File: config.mk
export PLATFORM = sky130hd
export DESIGN_NAME = mc_out_port_stage
export DESIGN_NICKNAME = d
export VERILOG_FILES = /design/src/rtl/mc_out_port_stage.sv
export SDC_FILE = /design/constraint.sdc
export NUM_CORES = 1
export LEC_CHECK = 0
export CORE_AREA = 3 3 130 163
export CTS_CLUSTER_SIZE = 30
export DETAILED_ROUTE_END_ITERATION = 7
export DIE_AREA = 0 0 133 166
export GPL_TIMING_DRIVEN = 0
export PLACE_DENSITY = 0.67
export SETUP_SLACK_MARGIN = 0.15
export SLEW_MARGIN = 20
export SYNTH_ARGS = -nofsm -noshare
export SYNTH_HDL_FRONTEND = slang
export SYNTH_SLANG_ARGS = --single-unit
File: constraint.sdc
create_clock -name clk -period 7.2 [get_ports clk]
set_clock_uncertainty 0.15 [all_clocks]
set_input_delay 1.8 -clock clk [delete_from_list [all_inputs] [get_ports clk]]
set_output_delay 1.8 -clock clk [all_outputs]
set_load 0.05 [all_outputs]
File: src/rtl/mc_out_port_stage.sv
// mc_out_port_stage: per-output-port register stage behind dstMgmt in the bless_mc router.
// Captures the flit granted to OUTDIR, ages it, squashes copies with an empty destination
// list, and buffers up to two flits in a skid FIFO toward the link (valid/ready).
// Optional build macro: MC_OUT_STATS_EN enables the saturating stat_fwd/stat_squash counters;
// when undefined both stat outputs are tied to 0 and the port list is unchanged.

`ifndef NUM_PORT
`define NUM_PORT 5
`endif
`ifndef DST_LIST_WIDTH
`define DST_LIST_WIDTH 8
`endif

module mc_out_port_stage #(
    parameter int unsigned OUTDIR     = 0,
    parameter int unsigned DATA_WIDTH = 64,
    parameter int unsigned AGE_WIDTH  = 8,
    parameter int unsigned STAT_WIDTH = 16
) (
    input  logic                       clk,
    input  logic                       reset,
    input  logic [`NUM_PORT-1:0]       alloc_pv,
    input  logic                       in_valid,
    input  logic [`DST_LIST_WIDTH-1:0] in_dst_list,
    input  logic [DATA_WIDTH-1:0]      in_data,
    input  logic [AGE_WIDTH-1:0]       in_age,
    output logic                       port_busy,
    output logic                       out_valid,
    input  logic                       out_ready,
    output logic [DATA_WIDTH-1:0]      out_data,
    output logic [`DST_LIST_WIDTH-1:0] out_dst_list,
    output logic [AGE_WIDTH-1:0]       out_age,
    output logic                       overflow,
    output logic [STAT_WIDTH-1:0]      stat_fwd,
    output logic [STAT_WIDTH-1:0]      stat_squash
);

    localparam int unsigned DST_W = `DST_LIST_WIDTH;

    typedef struct packed {
        logic [DATA_WIDTH-1:0] data;
        logic [DST_W-1:0]      dst;
        logic [AGE_WIDTH-1:0]  age;
    } entry_t;

    entry_t         mem [2];
    logic           wr_ptr;
    logic           rd_ptr;
    logic [1:0]     count;
    logic [1:0]     count_nxt;

    logic           grant;
    logic           squash;
    logic           push;
    logic           pop;
    logic           push_ok;
    logic [AGE_WIDTH-1:0] age_inc;
    logic           unused_alloc;

    // Only bit OUTDIR of the allocation vector matters for this port.
    assign unused_alloc = ^alloc_pv;

    // Handshake decode: grant, squash of empty-destination copies, accept/pop.
    always_comb begin
        grant   = in_valid & alloc_pv[OUTDIR];
        squash  = grant & (in_dst_list == '0);
        push    = grant & ~squash;
        pop     = out_valid & out_ready;
        push_ok = push & ((count != 2'd2) | pop);
    end

    // Saturating age increment for the stored copy.
    always_comb begin
        age_inc = (in_age == '1) ? in_age : in_age + AGE_WIDTH'(1);
    end

    // Occupancy update; simultaneous push and pop leave the count unchanged.
    always_comb begin
        count_nxt = count;
        case ({push_ok, pop})
            2'b10:   count_nxt = count + 2'd1;
            2'b01:   count_nxt = count - 2'd1;
            default: count_nxt = count;
        endcase
    end

    // FIFO storage, pointers, and registered status flags.
    always_ff @(posedge clk or posedge reset) begin
        if (reset) begin
            for (int i = 0; i < 2; i++) begin
                mem[i] <= '0;
            end
            wr_ptr    <= 1'b0;
            rd_ptr    <= 1'b0;
            count     <= 2'd0;
            out_valid <= 1'b0;
            port_busy <= 1'b0;
            overflow  <= 1'b0;
        end else begin
            if (push_ok) begin
                mem[wr_ptr] <= '{data: in_data, dst: in_dst_list, age: age_inc};
                wr_ptr      <= ~wr_ptr;
            end
            if (pop) begin
                rd_ptr <= ~rd_ptr;
            end
            if (push & ~push_ok) begin
                overflow <= 1'b1;
            end
            count     <= count_nxt;
            out_valid <= (count_nxt != 2'd0);
            port_busy <= (count_nxt == 2'd2);
        end
    end

    // Head fields are read straight from the storage registers.
    assign out_data     = mem[rd_ptr].data;
    assign out_dst_list = mem[rd_ptr].dst;
    assign out_age      = mem[rd_ptr].age;

`ifdef MC_OUT_STATS_EN
    // Saturating forward/squash counters.
    always_ff @(posedge clk or posedge reset) begin
        if (reset) begin
            stat_fwd    <= '0;
            stat_squash <= '0;
        end else begin
            if (pop && (stat_fwd != '1)) begin
                stat_fwd <= stat_fwd + STAT_WIDTH'(1);
            end
            if (squash && (stat_squash != '1)) begin
                stat_squash <= stat_squash + STAT_WIDTH'(1);
            end
        end
    end
`else
    assign stat_fwd    = '0;
    assign stat_squash = '0;
`endif

endmodule
==> flow_summary.json, run 1 <==
{
  "nets": 845,
  "grt_max_degree": 103,
  "layout_common_cells": "mux2_2 (195), dfrtp_1 (167), clkdlybuf4s50_1 (167), buf_4 (33), conb_1 (32)",
  "portBuffers": 167,
  "post_cts_buffers": 0,
  "dieArea_mm2": 0.0221,
  "die_h_um": 166,
  "dp_cells": 1001,
  "use_met1_pct": 20.4,
  "placed_area_mm2": 0.0100,
  "first_pass_iters": 4,
  "rsz0062_at_grt": "no",
  "core-area_mm2": 0.0196,
  "gr-usage-met3_pct": 3.39,
  "fill_cells": 1641,
  "yosysSeqAreaShare_pct": 53.1,
  "fp-row-count": 57,
  "start_util_pct": 40.1,
  "relSlewSlack_pct": 54.2,
  "final_area_mm2": 0.0107,
  "ys_warn_count": 0,
  "die_w_um": 133,
  "grt_pass1_vias": 5455,
  "ys_ff_latch": 167,
  "worst_skew_pair.late_latency_ns": 0.42,
  "path_buf_inv": 3,
  "vias": 4938,
  "period_share_pct": 68.9,
  "clk_pin_slew_worst_paths_ns": 0.07,
  "vias_per_cell": 4.78,
  "top_usage_layer": "met2",
  "grt.total_usage_pct": 16.8,
  "setup.worst_path.class": "flip-flop to output pin",
  "insertedDiodeCount": 0,
  "final_hold_viol_count": 0,
  "synth_ff_type": "dfrtp_1",
  "htree_levels": 4,
  "netlist_instances": 537,
  "clkSinkCount": 167,
  "antenna_left": 0,
  "clock_path_buffers": 2,
  "finalMaxSlewViolations": 0,
  "final.setup.tns_ns": 0,
  "wirelength_um": 18100,
  "wl_per_cell_um": 17.5,
  "min_period_ns": 4.96,
  "drtIter0Drc": 172,
  "drv_cap": 0,
  "cts_tree": "done",
  "cp-end-kind": "output pin",
  "synth-edff-count": 0,
  "worstSetupStartpointType": "flip-flop",
  "crit_chain": "clkbuf_1 > clkbuf_1 > mux2_2 > clkdlybuf4s50_1",
  "setup_violations": 0,
  "post_cts_resized": 0,
  "synth_cell_types": 36,
  "tightest_slew_ns": 0.686,
  "numCtsBuffers": 17,
  "synth.avg_cell_area_um2": 14.7,
  "ctsHoldBuffers": 0,
  "cp.arrival_ns": 3.01,
  "drive_gt1_share_pct": 40.6,
  "grt_overflow": 0,
  "synth-async-reset-ratio_pct": 100,
  "grt_pass1_wl_um": 29600,
  "gp_congestion": 0.823,
  "synth_area_mm2": 0.00787,
  "outcome": "finished clean",
  "grtUsageMet2_pct": 29.8,
  "root_buffer": "clkbuf_16",
  "worst-path-max-fanout": 10,
  "slowest_stage": "clkdlybuf4s50_1",
  "layout_commonest_cell": "mux2_2",
  "antenna_found_initial": 0,
  "worst-endpoint-required_ns": 5.25,
  "hold_class": "flip-flop to flip-flop",
  "path_delay_family": "buffers and inverters",
  "max_freq_ghz": 0.202,
  "area_growth_syn_to_layout_pct": 35.5,
  "drc": 0,
  "ios": 204,
  "crit_path_frequent_cell": "clkbuf_1",
  "dp_hpwl_um": 13200,
  "crit_path_max_incr_delay_ns": 0.73,
  "stdcell_count": 1033
}
[Yosys cell counts, drive strengths merged, types with 2 or more instances]
master | n | area, um2
nor4 | 2 | 12.5
and3 | 4 | 25.0
a211oi | 2 | 15.0
nor2 | 5 | 18.8
nand4 | 4 | 25.0
a21o | 2 | 15.0
inv | 7 | 26.3
nand2 | 8 | 30.0
mux2i | 9 | 90.1
xnor2 | 2 | 17.5
and2 | 3 | 18.8
buf | 51 | 444
clkbuf | 10 | 38.8
mux2 | 232 | 2720
a21oi | 4 | 23.8
nand3 | 5 | 25.0
dfrtp | 167 | 4180
nand2b | 4 | 25.0
o21ai | 5 | 25.0
[routing by layer]
metal / vias to the layer above / share of wire [%]
li1: 2289 / -
met1: 2494 / 41
met2: 136 / 53
met3: 19 / 3.9
met4: 0 / 1.4
met5: - / 0
[stage by stage]
| stage | hold slack (ns) | util, % | setup WS (ns) |
|---|---|---|---|
| 5_1_grt | 0.357 | 54.4 | 2.05 |
| 6_report | 0.330 | 54.4 | 2.24 |
| 2_1_floorplan | 0.309 | - | 0.732 |
| 4_1_cts | 0.330 | 54.4 | 2.11 |
| 3_3_place_gp | 0.317 | 50.9 | -1.27 |
| 3_5_place_dp | 0.307 | 51.1 | 2.61 |
[layout make-up]
| cell class | instances | area (um2) | share of cell area [%] |
|---|---|---|---|
| Clock inverter | 15 | 216 | 2.03 |
| Tap cell | 265 | 332 | 3.11 |
| Timing Repair Buffer | 168 | 1700 | 15.9 |
| Multi-Input combinational cell | 333 | 3300 | 30.9 |
| Sequential cell | 167 | 4180 | 39.2 |
| Clock buffer | 17 | 425 | 3.99 |
| Inverter | 7 | 33.8 | 0.317 |
| Buffer | 61 | 483 | 4.53 |
[sequential cells by signal, indices dropped and copies added, names as in the netlist]
signal / cells
overflow: 1
out_valid: 1
wr_ptr: 1
rd_ptr: 1
count: 2
mem: 160
port_busy: 1
[path summary, 6_finish.rpt]
| path | slack, ns | cells past startpoint | end | start |
|---|---|---|---|---|
| setup reg to reg | 4.97 | 6 | mem[136] | count[0] |
| min in group asynchronous | 1.66 | 2 | mem[98] | reset |
| setup / recovery | 2.24 | 4 | out_data[43] | rd_ptr |
| hold reg to reg | 0.33 | 1 | overflow | overflow |
| max in group asynchronous | 4.36 | 3 | mem[70] | reset |
| hold / removal | 0.33 | 1 | overflow | overflow |
[logic make-up (layout without fill, tap and decap cells)]
family	after synthesis	count (layout)	share of synthesized area [%]
other	1	32	0.0476
xor gates and xnor gates	3	3	0.334
DFF	167	167	53.1
and+or+nand+nor	41	41	3.02
buffers and inverters	68	268	6.47
adders and majority gates	1	1	0.159
AOI/OAI and AO/OA	15	15	1.18
muxes	241	241	35.7
Power of run 1 is not shown: default switching activity piles up to over one toggle a cycle in this logic, so the estimate is an artifact.
==> inputs of run 2 (changes only) <==
Settings changed: PLACE_DENSITY 0.67 to 0.69.
Clock period 7.2 ns to 4.5 ns, I/O delays scaled along.
==> run 2 against run 1 <==
Sequential share of layout area down 0.059 points. Die area unchanged. Setup slack worse by 1.7 ns. Register-to-register slack worse by 2.7 ns. Utilization up 0.083 points. Non-clock buffer count up 4. Critical path type unchanged. Critical endpoint is now out_data[57].
==> flow_summary.json, run 2 (synthesized netlist as in run 1, its figures left out) <==
{
  "vias": 4932,
  "hold_class": "flip-flop to flip-flop",
  "gp_congestion": 0.757,
  "worst-path-max-fanout": 10,
  "die_w_um": 133,
  "switching_power_mw": 4.13,
  "setup_violations": 0,
  "layout_commonest_cell": "mux2_2",
  "drive_gt1_share_pct": 41.5,
  "vdd_ir_drop_max_uv": 546,
  "worstHoldStart": "overflow",
  "die_h_um": 166,
  "min_period_ns": 3.99,
  "grt_pass1_wl_um": 29800,
  "stdcell_count": 1037,
  "setup.worst_path.class": "flip-flop to output pin",
  "worstSetupStartpointType": "flip-flop",
  "layout_common_cells": "mux2_2 (195), dfrtp_1 (167), clkdlybuf4s50_1 (167), buf_4 (33), conb_1 (32)",
  "top_usage_layer": "met2",
  "worst_skew_pair.late_latency_ns": 0.42,
  "p_seq_share_pct": 27.7,
  "period_share_pct": 88.6,
  "finalMaxSlewViolations": 0,
  "worst-endpoint-required_ns": 3.22,
  "multiInputGateArea_mm2": 0.00330,
  "cp.arrival_ns": 2.71,
  "gr-usage-met3_pct": 3.42,
  "ios": 204,
  "insertedDiodeCount": 0,
  "final_area_mm2": 0.0107,
  "fp-row-count": 57,
  "startpoint": "rd_ptr",
  "vias_per_cell": 4.76,
  "register_area_mm2": 0.00418,
  "clk_pin_slew_worst_paths_ns": 0.06,
  "max_freq_ghz": 0.251,
  "grt.total_usage_pct": 17.0,
  "start_util_pct": 40.1,
  "wirelength_um": 18300,
  "p_comb_share_pct": 57.2,
  "root_buffer": "clkbuf_16",
  "outcome": "finished clean",
  "relSlewSlack_pct": 53.2,
  "drv_cap": 0,
  "numCtsBuffers": 17,
  "grt_max_degree": 36,
  "clock_path_buffers": 2,
  "clockPowerShare_pct": 15.1,
  "grtUsageMet2_pct": 30.5,
  "drtIter0Drc": 207,
  "core-area_mm2": 0.0196,
  "dp_hpwl_um": 13700,
  "grt_overflow": 0,
  "biggestRegsByFlops": "mem: 160 flops, count: 2 flops",
  "switching_share_pct": 43.5,
  "regMostFlops": "mem",
  "nets": 849,
  "area_growth_syn_to_layout_pct": 35.7,
  "holdPathStages": 1,
  "cp-end-kind": "output pin",
  "reg2reg_from": "count[0]",
  "r2r_cells": 6,
  "antenna_found_initial": 0,
  "power_density_mw_per_mm2": 891,
  "tightest_slew_ns": 0.702,
  "cts_tree": "done",
  "drc": 0,
  "p_leak_nw": 4.65,
  "largest_register_ffs": 160,
  "first_pass_iters": 5,
  "clkSinkCount": 167,
  "setup_slack_ns": 0.515,
  "rsz0062_at_grt": "no",
  "hold-worst-slack_ns": 0.334,
  "placed_area_mm2": 0.0101,
  "dp_cells": 1005,
  "final.setup.tns_ns": 0,
  "grt_pass1_vias": 5536,
  "portBuffers": 167,
  "htree_levels": 4,
  "p_int_mw": 5.38,
  "final_hold_viol_count": 0,
  "dp_slack_ns": 0.601,
  "use_met1_pct": 19.9,
  "fill_cells": 1620,
  "antenna_left": 0,
  "wl_per_cell_um": 17.7,
  "dieArea_mm2": 0.0221
}
[run 2: cell count changes in the layout (fill, tap and decap cells not counted), moves of 2 or more]
cell	previous run	this run
buf_12	0	4
clkbuf_2	1	5
clkbuf_1	9	4
clkinv_2	1	5
inv_8	4	0
inv_6	2	4
bufinv_16	4	2
[run 2: final cells by class]
cell class | instances | area share [%]
Sequential cell | 167 | 39.1
Multi-Input combinational cell | 333 | 30.9
Timing Repair Buffer | 172 | 16.7
Buffer | 61 | 4.57
Clock buffer | 17 | 3.98
Tap cell | 265 | 3.10
Clock inverter | 15 | 1.42
Inverter | 7 | 0.281
[run 2: routing by layer]
layer / wire [um] / vias up
met3: 735 / 18
li1: - / 2287
met1: 7470 / 2501
met4: 369 / 0
met5: 0 / -
met2: 9770 / 126
[run 2: per-stage QoR]
step / total power [mW] / utilization (%)
3_5_place_dp: 8.15 / 51.5
6_report: 9.52 / 54.5
3_3_place_gp: 8.00 / 51.0
5_1_grt: 9.97 / 54.5
4_1_cts: 9.62 / 54.5
2_1_floorplan: 6.52 / -
[run 2: final timing paths]
check / to / slack [ns]
min reg2reg: overflow / 0.33
min: overflow / 0.33
min in group asynchronous: mem[17] / 0.88
max reg2reg: mem[153] / 2.27
max in group asynchronous: mem[145] / 2.34
max: out_data[57] / 0.51
[run 2: timing repair]
item                                    4_1_cts  5_1_grt
resized for setup                             1        7
buffers inserted                              0        0
endpoints found under the setup margin        3       36
hold buffers                                  0        0
[run 2: power by group through the flow]
stage | Clock [mW] | Combinational [mW] | Sequential [mW]
floorplan | 0 | 3.95 | 2.57
global placement | 0 | 5.41 | 2.59
detailed placement | 0 | 5.49 | 2.66
CTS | 1.47 | 5.52 | 2.64
global route | 1.53 | 5.71 | 2.73
finish | 1.44 | 5.45 | 2.63
[run 2: critical path, cell delays in order, from the launching register on]
cell	delay [ns]
dfrtp_1	0.36
clkbuf_2	0.28
buf_1	0.50
mux2_2	0.40
clkdlybuf4s50_1	0.74
(Power assumes the default switching activity.)
